$ cat src/rtl/clb_conf_loader_if.sv
`default_nettype none
// ============================================================================
// Module   : clb_conf_loader_if
// Purpose  : Groups the configuration-word stream and the register-file
//            configuration / multiport-enable port used by clb_conf_loader.
// Ports    : in_valid/in_data/in_ready   - configuration word stream
//            clb_conf5                    - readback of CONF_BASE+4
//            write_enable_conf/addr/data  - configuration write port
//            write_enable_CLB             - multiport write enable
// Modports : slave  - the loader (stream sink, register-file driver)
//            master - the environment (stream source, register file)
// Revision : 1.0  initial release
// ============================================================================
interface clb_conf_loader_if #(
  parameter int WIDTH = 32
);
  logic             in_valid;
  logic [WIDTH-1:0] in_data;
  logic             in_ready;
  logic [WIDTH-1:0] clb_conf5;
  logic             write_enable_conf;
  logic [5:0]       write_addr_conf;
  logic [WIDTH-1:0] write_data_conf;
  logic             write_enable_CLB;

  modport slave (
    input  in_valid, in_data, clb_conf5,
    output in_ready, write_enable_conf, write_addr_conf, write_data_conf,
           write_enable_CLB
  );

  modport master (
    output in_valid, in_data, clb_conf5,
    input  in_ready, write_enable_conf, write_addr_conf, write_data_conf,
           write_enable_CLB
  );
endinterface
`default_nettype wire

$ cat src/rtl/clb_conf_loader.sv
`default_nettype none
// ============================================================================
// Module   : clb_conf_loader
// Purpose  : Loads a burst of 1..CONF_MAX configuration words into the CLB
//            configuration window of the register file, reads back the run
//            length from CONF_BASE+4 and holds the multiport write enable
//            for that many cycles, then pulses done.
// Ports    : clk        - system clock
//            rst_n      - synchronous active-low reset
//            start      - request a sequence (sampled in IDLE only)
//            cfg_count  - words in the burst, legal 1..CONF_MAX
//            abort      - synchronous abort of a running sequence
//            bus        - stream + register-file port (slave modport)
//            busy       - sequence in progress
//            done       - one-cycle completion pulse
//            cfg_error  - one-cycle pulse on start with illegal cfg_count
// Revision : 1.0  initial release
// ============================================================================
module clb_conf_loader #(
  parameter int WIDTH     = 32,
  parameter int CONF_BASE = 32,
  parameter int CONF_MAX  = 5
) (
  input  wire logic          clk,
  input  wire logic          rst_n,
  input  wire logic          start,
  input  wire logic [2:0]    cfg_count,
  input  wire logic          abort,
  clb_conf_loader_if.slave   bus,
  output logic               busy,
  output logic               done,
  output logic               cfg_error
);

  localparam logic [5:0] c_conf_base = 6'(CONF_BASE);
  localparam logic [2:0] c_conf_max  = 3'(CONF_MAX);

  typedef enum logic [2:0] {
    S_IDLE   = 3'd0,
    S_LOAD   = 3'd1,
    S_SETTLE = 3'd2,
    S_ARM    = 3'd3,
    S_RUN    = 3'd4,
    S_DONE   = 3'd5
  } state_t;

  state_t           state_q;
  logic [2:0]       cnt_q;
  logic [2:0]       idx_q;
  logic [7:0]       run_cnt_q;
  logic             we_conf_q;
  logic [5:0]       addr_q;
  logic [WIDTH-1:0] data_q;
  logic             we_clb_q;
  logic             done_q;
  logic             cfg_error_q;

  logic             w_cfg_legal;
  logic             w_last_word;

  // Only the low byte of the readback carries the run length.
  logic [WIDTH-9:0] w_unused_conf5;
  assign w_unused_conf5 = bus.clb_conf5[WIDTH-1:8];

  assign w_cfg_legal = (cfg_count != 3'd0) && (cfg_count <= c_conf_max);
  assign w_last_word = (idx_q == (cnt_q - 3'd1));

  always_ff @(posedge clk) begin
    if (!rst_n) begin
      state_q     <= S_IDLE;
      cnt_q       <= 3'd0;
      idx_q       <= 3'd0;
      run_cnt_q   <= 8'd0;
      we_conf_q   <= 1'b0;
      addr_q      <= 6'd0;
      data_q      <= '0;
      we_clb_q    <= 1'b0;
      done_q      <= 1'b0;
      cfg_error_q <= 1'b0;
    end else begin
      // Pulse outputs default low; each asserting branch raises them for
      // exactly one cycle.
      we_conf_q   <= 1'b0;
      done_q      <= 1'b0;
      cfg_error_q <= 1'b0;

      if (abort && (state_q != S_IDLE)) begin
        // Abort wins over any transfer in this cycle: the word is dropped.
        state_q   <= S_IDLE;
        idx_q     <= 3'd0;
        run_cnt_q <= 8'd0;
        addr_q    <= 6'd0;
        data_q    <= '0;
        we_clb_q  <= 1'b0;
      end else begin
        case (state_q)
          S_IDLE: begin
            if (start) begin
              if (w_cfg_legal) begin
                cnt_q   <= cfg_count;
                idx_q   <= 3'd0;
                state_q <= S_LOAD;
              end else begin
                cfg_error_q <= 1'b1;
              end
            end
          end

          S_LOAD: begin
            if (bus.in_valid) begin
              we_conf_q <= 1'b1;
              addr_q    <= c_conf_base + {3'b000, idx_q};
              data_q    <= bus.in_data;
              if (w_last_word) begin
                state_q <= S_SETTLE;
              end else begin
                idx_q <= idx_q + 3'd1;
              end
            end
          end

          // The last word's strobe is visible during this cycle, so the
          // register file commits it before ARM samples the readback.
          S_SETTLE: state_q <= S_ARM;

          S_ARM: begin
            run_cnt_q <= bus.clb_conf5[7:0];
            if (bus.clb_conf5[7:0] == 8'd0) begin
              done_q  <= 1'b1;
              state_q <= S_DONE;
            end else begin
              we_clb_q <= 1'b1;
              state_q  <= S_RUN;
            end
          end

          S_RUN: begin
            run_cnt_q <= run_cnt_q - 8'd1;
            if (run_cnt_q == 8'd1) begin
              we_clb_q <= 1'b0;
              done_q   <= 1'b1;
              state_q  <= S_DONE;
            end
          end

          S_DONE: state_q <= S_IDLE;

          default: state_q <= S_IDLE;
        endcase
      end
    end
  end

  assign bus.in_ready          = (state_q == S_LOAD);
  assign bus.write_enable_conf = we_conf_q;
  assign bus.write_addr_conf   = addr_q;
  assign bus.write_data_conf   = data_q;
  assign bus.write_enable_CLB  = we_clb_q;
  assign busy                  = (state_q != S_IDLE);
  assign done                  = done_q;
  assign cfg_error             = cfg_error_q;

endmodule
`default_nettype wire

$ cat src/flat_wrapper.sv
// flat-port wrapper written by rule: the top's interface ports become plain ports
module clb_conf_loader_flat 
#(
  parameter int WIDTH     = 32,
  parameter int CONF_BASE = 32,
  parameter int CONF_MAX  = 5
)
  (clk, rst_n, start, cfg_count, abort, busy, done, cfg_error, bus_in_valid, bus_in_data, bus_clb_conf5, bus_in_ready, bus_write_enable_conf, bus_write_addr_conf, bus_write_data_conf, bus_write_enable_CLB);
  clb_conf_loader_if #(.WIDTH(WIDTH)) bus_i ();
  input  wire logic clk;
  input  wire logic rst_n;
  input  wire logic start;
  input  wire logic [2:0] cfg_count;
  input  wire logic abort;
  output logic busy;
  output logic done;
  output logic cfg_error;
  input wire logic [$bits(bus_i.in_valid)-1:0] bus_in_valid;
  input wire logic [$bits(bus_i.in_data)-1:0] bus_in_data;
  input wire logic [$bits(bus_i.clb_conf5)-1:0] bus_clb_conf5;
  output wire logic [$bits(bus_i.in_ready)-1:0] bus_in_ready;
  output wire logic [$bits(bus_i.write_enable_conf)-1:0] bus_write_enable_conf;
  output wire logic [$bits(bus_i.write_addr_conf)-1:0] bus_write_addr_conf;
  output wire logic [$bits(bus_i.write_data_conf)-1:0] bus_write_data_conf;
  output wire logic [$bits(bus_i.write_enable_CLB)-1:0] bus_write_enable_CLB;
  assign bus_i.in_valid = bus_in_valid;
  assign bus_i.in_data = bus_in_data;
  assign bus_i.clb_conf5 = bus_clb_conf5;
  assign bus_in_ready = bus_i.in_ready;
  assign bus_write_enable_conf = bus_i.write_enable_conf;
  assign bus_write_addr_conf = bus_i.write_addr_conf;
  assign bus_write_data_conf = bus_i.write_data_conf;
  assign bus_write_enable_CLB = bus_i.write_enable_CLB;
  clb_conf_loader #(.WIDTH(WIDTH), .CONF_BASE(CONF_BASE), .CONF_MAX(CONF_MAX)) u_core (.clk(clk), .rst_n(rst_n), .start(start), .cfg_count(cfg_count), .abort(abort), .bus(bus_i), .busy(busy), .done(done), .cfg_error(cfg_error));
endmodule
$ cat config.mk
export PLATFORM = sky130hd
export DESIGN_NAME = clb_conf_loader_flat
export DESIGN_NICKNAME = d
export VERILOG_FILES = /design/src/rtl/clb_conf_loader_if.sv /design/src/rtl/clb_conf_loader.sv /design/src/flat_wrapper.sv
export SDC_FILE = /design/constraint.sdc
export NUM_CORES = 1
export LEC_CHECK = 0
export BUFFER_PORTS_ARGS = -buffer_cell sky130_fd_sc_hd__buf_4
export CORE_MARGIN = 10
export CORE_UTILIZATION = 36
export CTS_CLUSTER_DIAMETER = 150
export DETAILED_ROUTE_END_ITERATION = 16
export PLACE_DENSITY = 0.61
export SYNTH_ARGS = -nofsm -noshare
export SYNTH_HDL_FRONTEND = slang
export SYNTH_SLANG_ARGS = --single-unit
$ cat constraint.sdc
create_clock -name clk -period 2.2 [get_ports clk]
set_input_delay 0.22 -clock clk [delete_from_list [all_inputs] [get_ports clk]]
set_output_delay 0.22 -clock clk [all_outputs]
set_load 0.05 [all_outputs]
==> results.sh <==
export IMPL_seqPwrFrac_pct=43.0
export IMPL_rsz0062_at_grt="false"
export IMPL_p_clk_share_pct=43.2
export IMPL_wl_mm=6.88
export IMPL_outcome="finished, final reports clean"
export IMPL_ioPinCount=116
export IMPL_coreArea_um2=6460
export IMPL_cts_tree="yes"
export IMPL_ant_nets=0
export IMPL_synth_flop_cell="dfxtp_1"
export IMPL_post_synth_top_count_cell="nand2_1"
export IMPL_setup_viol=0
export IMPL_overflow=0
export IMPL_crit_type="reg2reg"
export IMPL_synth_top_cells_by_area="dfxtp_1 (47%), nand2_1 (13%), a21oi_1 (8.9%)"
export IMPL_cts_buffer_depth=2
export IMPL_grt_use_met3_pct=5.80
export IMPL_finalInstanceArea_um2=3420
export IMPL_grt_antenna_before_repair=0
export IMPL_firstDrtPassIters=4
export IMPL_crit_chain="inv_1, ha_1, xnor2_1, or4b_1, nand3_1, mux2_2"
export IMPL_crit_slowest_cell="or4b_1"
export IMPL_whs_ns=0.133
export IMPL_top_usage_layer="met2"
export IMPL_hold_depth=3
export IMPL_hold_viol_final=0
export IMPL_syn_avg_cell_area_um2=8.17
export IMPL_clock_sinks=57
export IMPL_endpoint_kind="flip-flop"
export IMPL_via_count=2306
export IMPL_yosys_area_share_simple_pct=25.4
export IMPL_synth_top_area_cell="dfxtp_1"
export IMPL_maxCapViolCount=0
export IMPL_pwr_share_comb_pct=13.8
export IMPL_stdcell_count=468
export IMPL_power_share_switching_pct=24.9
export IMPL_grtUsageTotal_pct=12.9
export IMPL_synthMuxAreaShare_pct=3.92
export IMPL_place_hpwl_mm=4.97
export IMPL_drc=0
export IMPL_grt_max_degree=43
export IMPL_postPlaceCellArea_um2=3200
export IMPL_cts_setup_buffers=0
export IMPL_dieArea_um2=10400
export IMPL_p_leak_nw=1.42
export IMPL_slew_violations=0
export IMPL_p_int_mw=1.88
export IMPL_synth_top_area_share_pct=47.0
export IMPL_met1_usage_pct=14.4
export IMPL_synthTopCellsByCount="nand2_1 (81), dfxtp_1 (57), a21oi_1 (43), nor2_1 (14)"
export IMPL_num_antenna_cells=0
export IMPL_synthArstFlopShare_pct=0
export IMPL_clock_skew_final_ns=0.00743
export IMPL_fp_dieH_um=102
export IMPL_place_port_buffers=89
export IMPL_dp_cells=454
export IMPL_ys_seq_area_share_pct=47.0
export IMPL_clkLatencyLatePin_ns=0.33
export IMPL_p_switching_mw=0.623
export IMPL_fin_nets=464
export IMPL_die_w_um=102
export IMPL_fin_util_pct=52.9
export IMPL_cts_hold_buffers=0
export IMPL_cts_buffers=9
export IMPL_fmax_ghz=0.501
export IMPL_relSlewSlack_pct=60.5
export IMPL_tns_ns=0
export IMPL_critPathLaunchType="flip-flop"
export IMPL_cts_resized=0
export IMPL_irDropWorstVdd_uv=385
export IMPL_post_place_ws_ns=0.229
export IMPL_rr_worst_depth=6
export IMPL_via_per_inst=4.93
export IMPL_drive_gt1_share_pct=30.4
export IMPL_grt_pass1_wl_mm=10.8
export IMPL_synth_seq_cells=57
export IMPL_min_period_ns=2.00
export IMPL_ys_warn_count=0
export IMPL_use_met2_pct=20.7
export IMPL_finalCritPeriodShare_pct=90.8
export IMPL_tightestPinTransition_ns=0.587
export IMPL_synthAdderAreaFrac_pct=2.06
export IMPL_start_util_pct=37.6
export IMPL_powerDensity_nw_per_um2=734
export IMPL_synth_distinct_cells=46
export IMPL_cp_required_ns=2.41
export IMPL_hp_class="in2reg"
export IMPL_grt_pass1_vias=2271
export IMPL_total_power_mw=2.51
export IMPL_syn2layout_area_growth_pct=40.7
export IMPL_synth_edf_count=0
export IMPL_htreeDepth=3
export IMPL_synth_compound_area_share_pct=15.3
export IMPL_critPathArrivalTime_ns=2.21
export IMPL_place_congestion=0.808
export IMPL_num_rows=29
export IMPL_layout_setup_ws_ns=0.203
export IMPL_wire_per_inst_um=14.7
export IMPL_drt_initial_drc_count=72
export IMPL_clkTransAtPathRegs_ns=0.06
export IMPL_synth_top_family_by_area="simple AND/OR/NAND/NOR gates"
export IMPL_netlist_instances=297
export IMPL_root_buffer="clkbuf_8"
export IMPL_syn_area_um2=2430
export IMPL_critPathMaxFanout=3
export IMPL_synth_xor_area_share_pct=2.06
export IMPL_slowest_delay_ns=0.56
[power groups by stage]
stage	sequential, mW	combinational (mW)	clock [mW]
3_3_place_gp	1.10	0.346	0
5_1_grt	1.08	0.374	1.16
6_report	1.08	0.345	1.08
3_5_place_dp	1.10	0.347	0
2_1_floorplan	1.17	0.135	0
4_1_cts	1.08	0.349	1.12
[critical path, delay by kind of cell, from the launching register on]
kind                       cells  cell delay (ns)
DFF                            1             0.37
adders and majority gates      1             0.30
buffers and inverters          1             0.06
xor gates and xnor gates       1             0.16
and+or+nand+nor                2             0.68
muxes                          1             0.33
[flip-flops by register name (all words and copies together), names as in the netlist, 3 cells and up]
name / flops
u_core.bus.write_addr_conf: 4
u_core.idx_q: 3
u_core.cnt_q: 3
u_core.bus.write_data_conf: 32
u_core.run_cnt_q: 8
u_core.state_q: 3
[area by class of cell]
type	count	area, µm²
Clock buffer	11	151
Clock inverter	3	65.1
Fill cell	641	3040
Inverter	5	18.8
Multi-Input combinational cell	218	1190
Sequential cell	57	1140
Tap cell	77	96.3
Timing Repair Buffer	97	753
[placed cells by master, fill, tap and decap left out, drive strengths merged, types with 2 or more instances in the layout]
cell,synthesis,final
mux2,4,4
inv,5,5
nor4b,2,2
xnor2,3,3
ha,4,4
mux2i,5,5
a21boi,2,2
nand3,11,11
o21ai,3,3
nor3,5,5
clkbuf,11,11
and2,4,4
nor2,14,14
o31ai,2,2
nand2b,2,2
nand2,81,81
dfxtp,57,57
conb,1,2
nor4,3,3
a211oi,2,2
buf,7,97
bufinv,0,2
a21oi,43,43
nor2b,4,4
and3,2,2
nand3b,3,3
[layer usage]
metal	part of all wire (%)	wire length, µm	up-vias
met3	8.0	548	10
met1	43	2920	1052
met4	1.6	111	0
li1	-	-	1194
met5	0	0	-
met2	48	3290	50
[final timing paths]
kind,endpoint,startpoint,slack [ns]
worst min-delay path,u_core.bus.write_data_conf[8],bus_in_data[8],0.13
worst max register to register,u_core.state_q[0],u_core.cnt_q[0],0.20
worst max-delay path,u_core.state_q[0],u_core.cnt_q[0],0.20
worst min register to register,u_core.bus.write_data_conf[11],u_core.bus.write_data_conf[11],0.45
[kinds of logic after synthesis]
logic type | after synthesis
AOI/OAI and AO/OA | 63
and+or+nand+nor | 136
other | 1
buffers and inverters | 23
adders and majority gates | 4
DFF | 57
xor gates and xnor gates | 4
muxes | 9
Note: power is estimated with default switching activity, not from simulation.
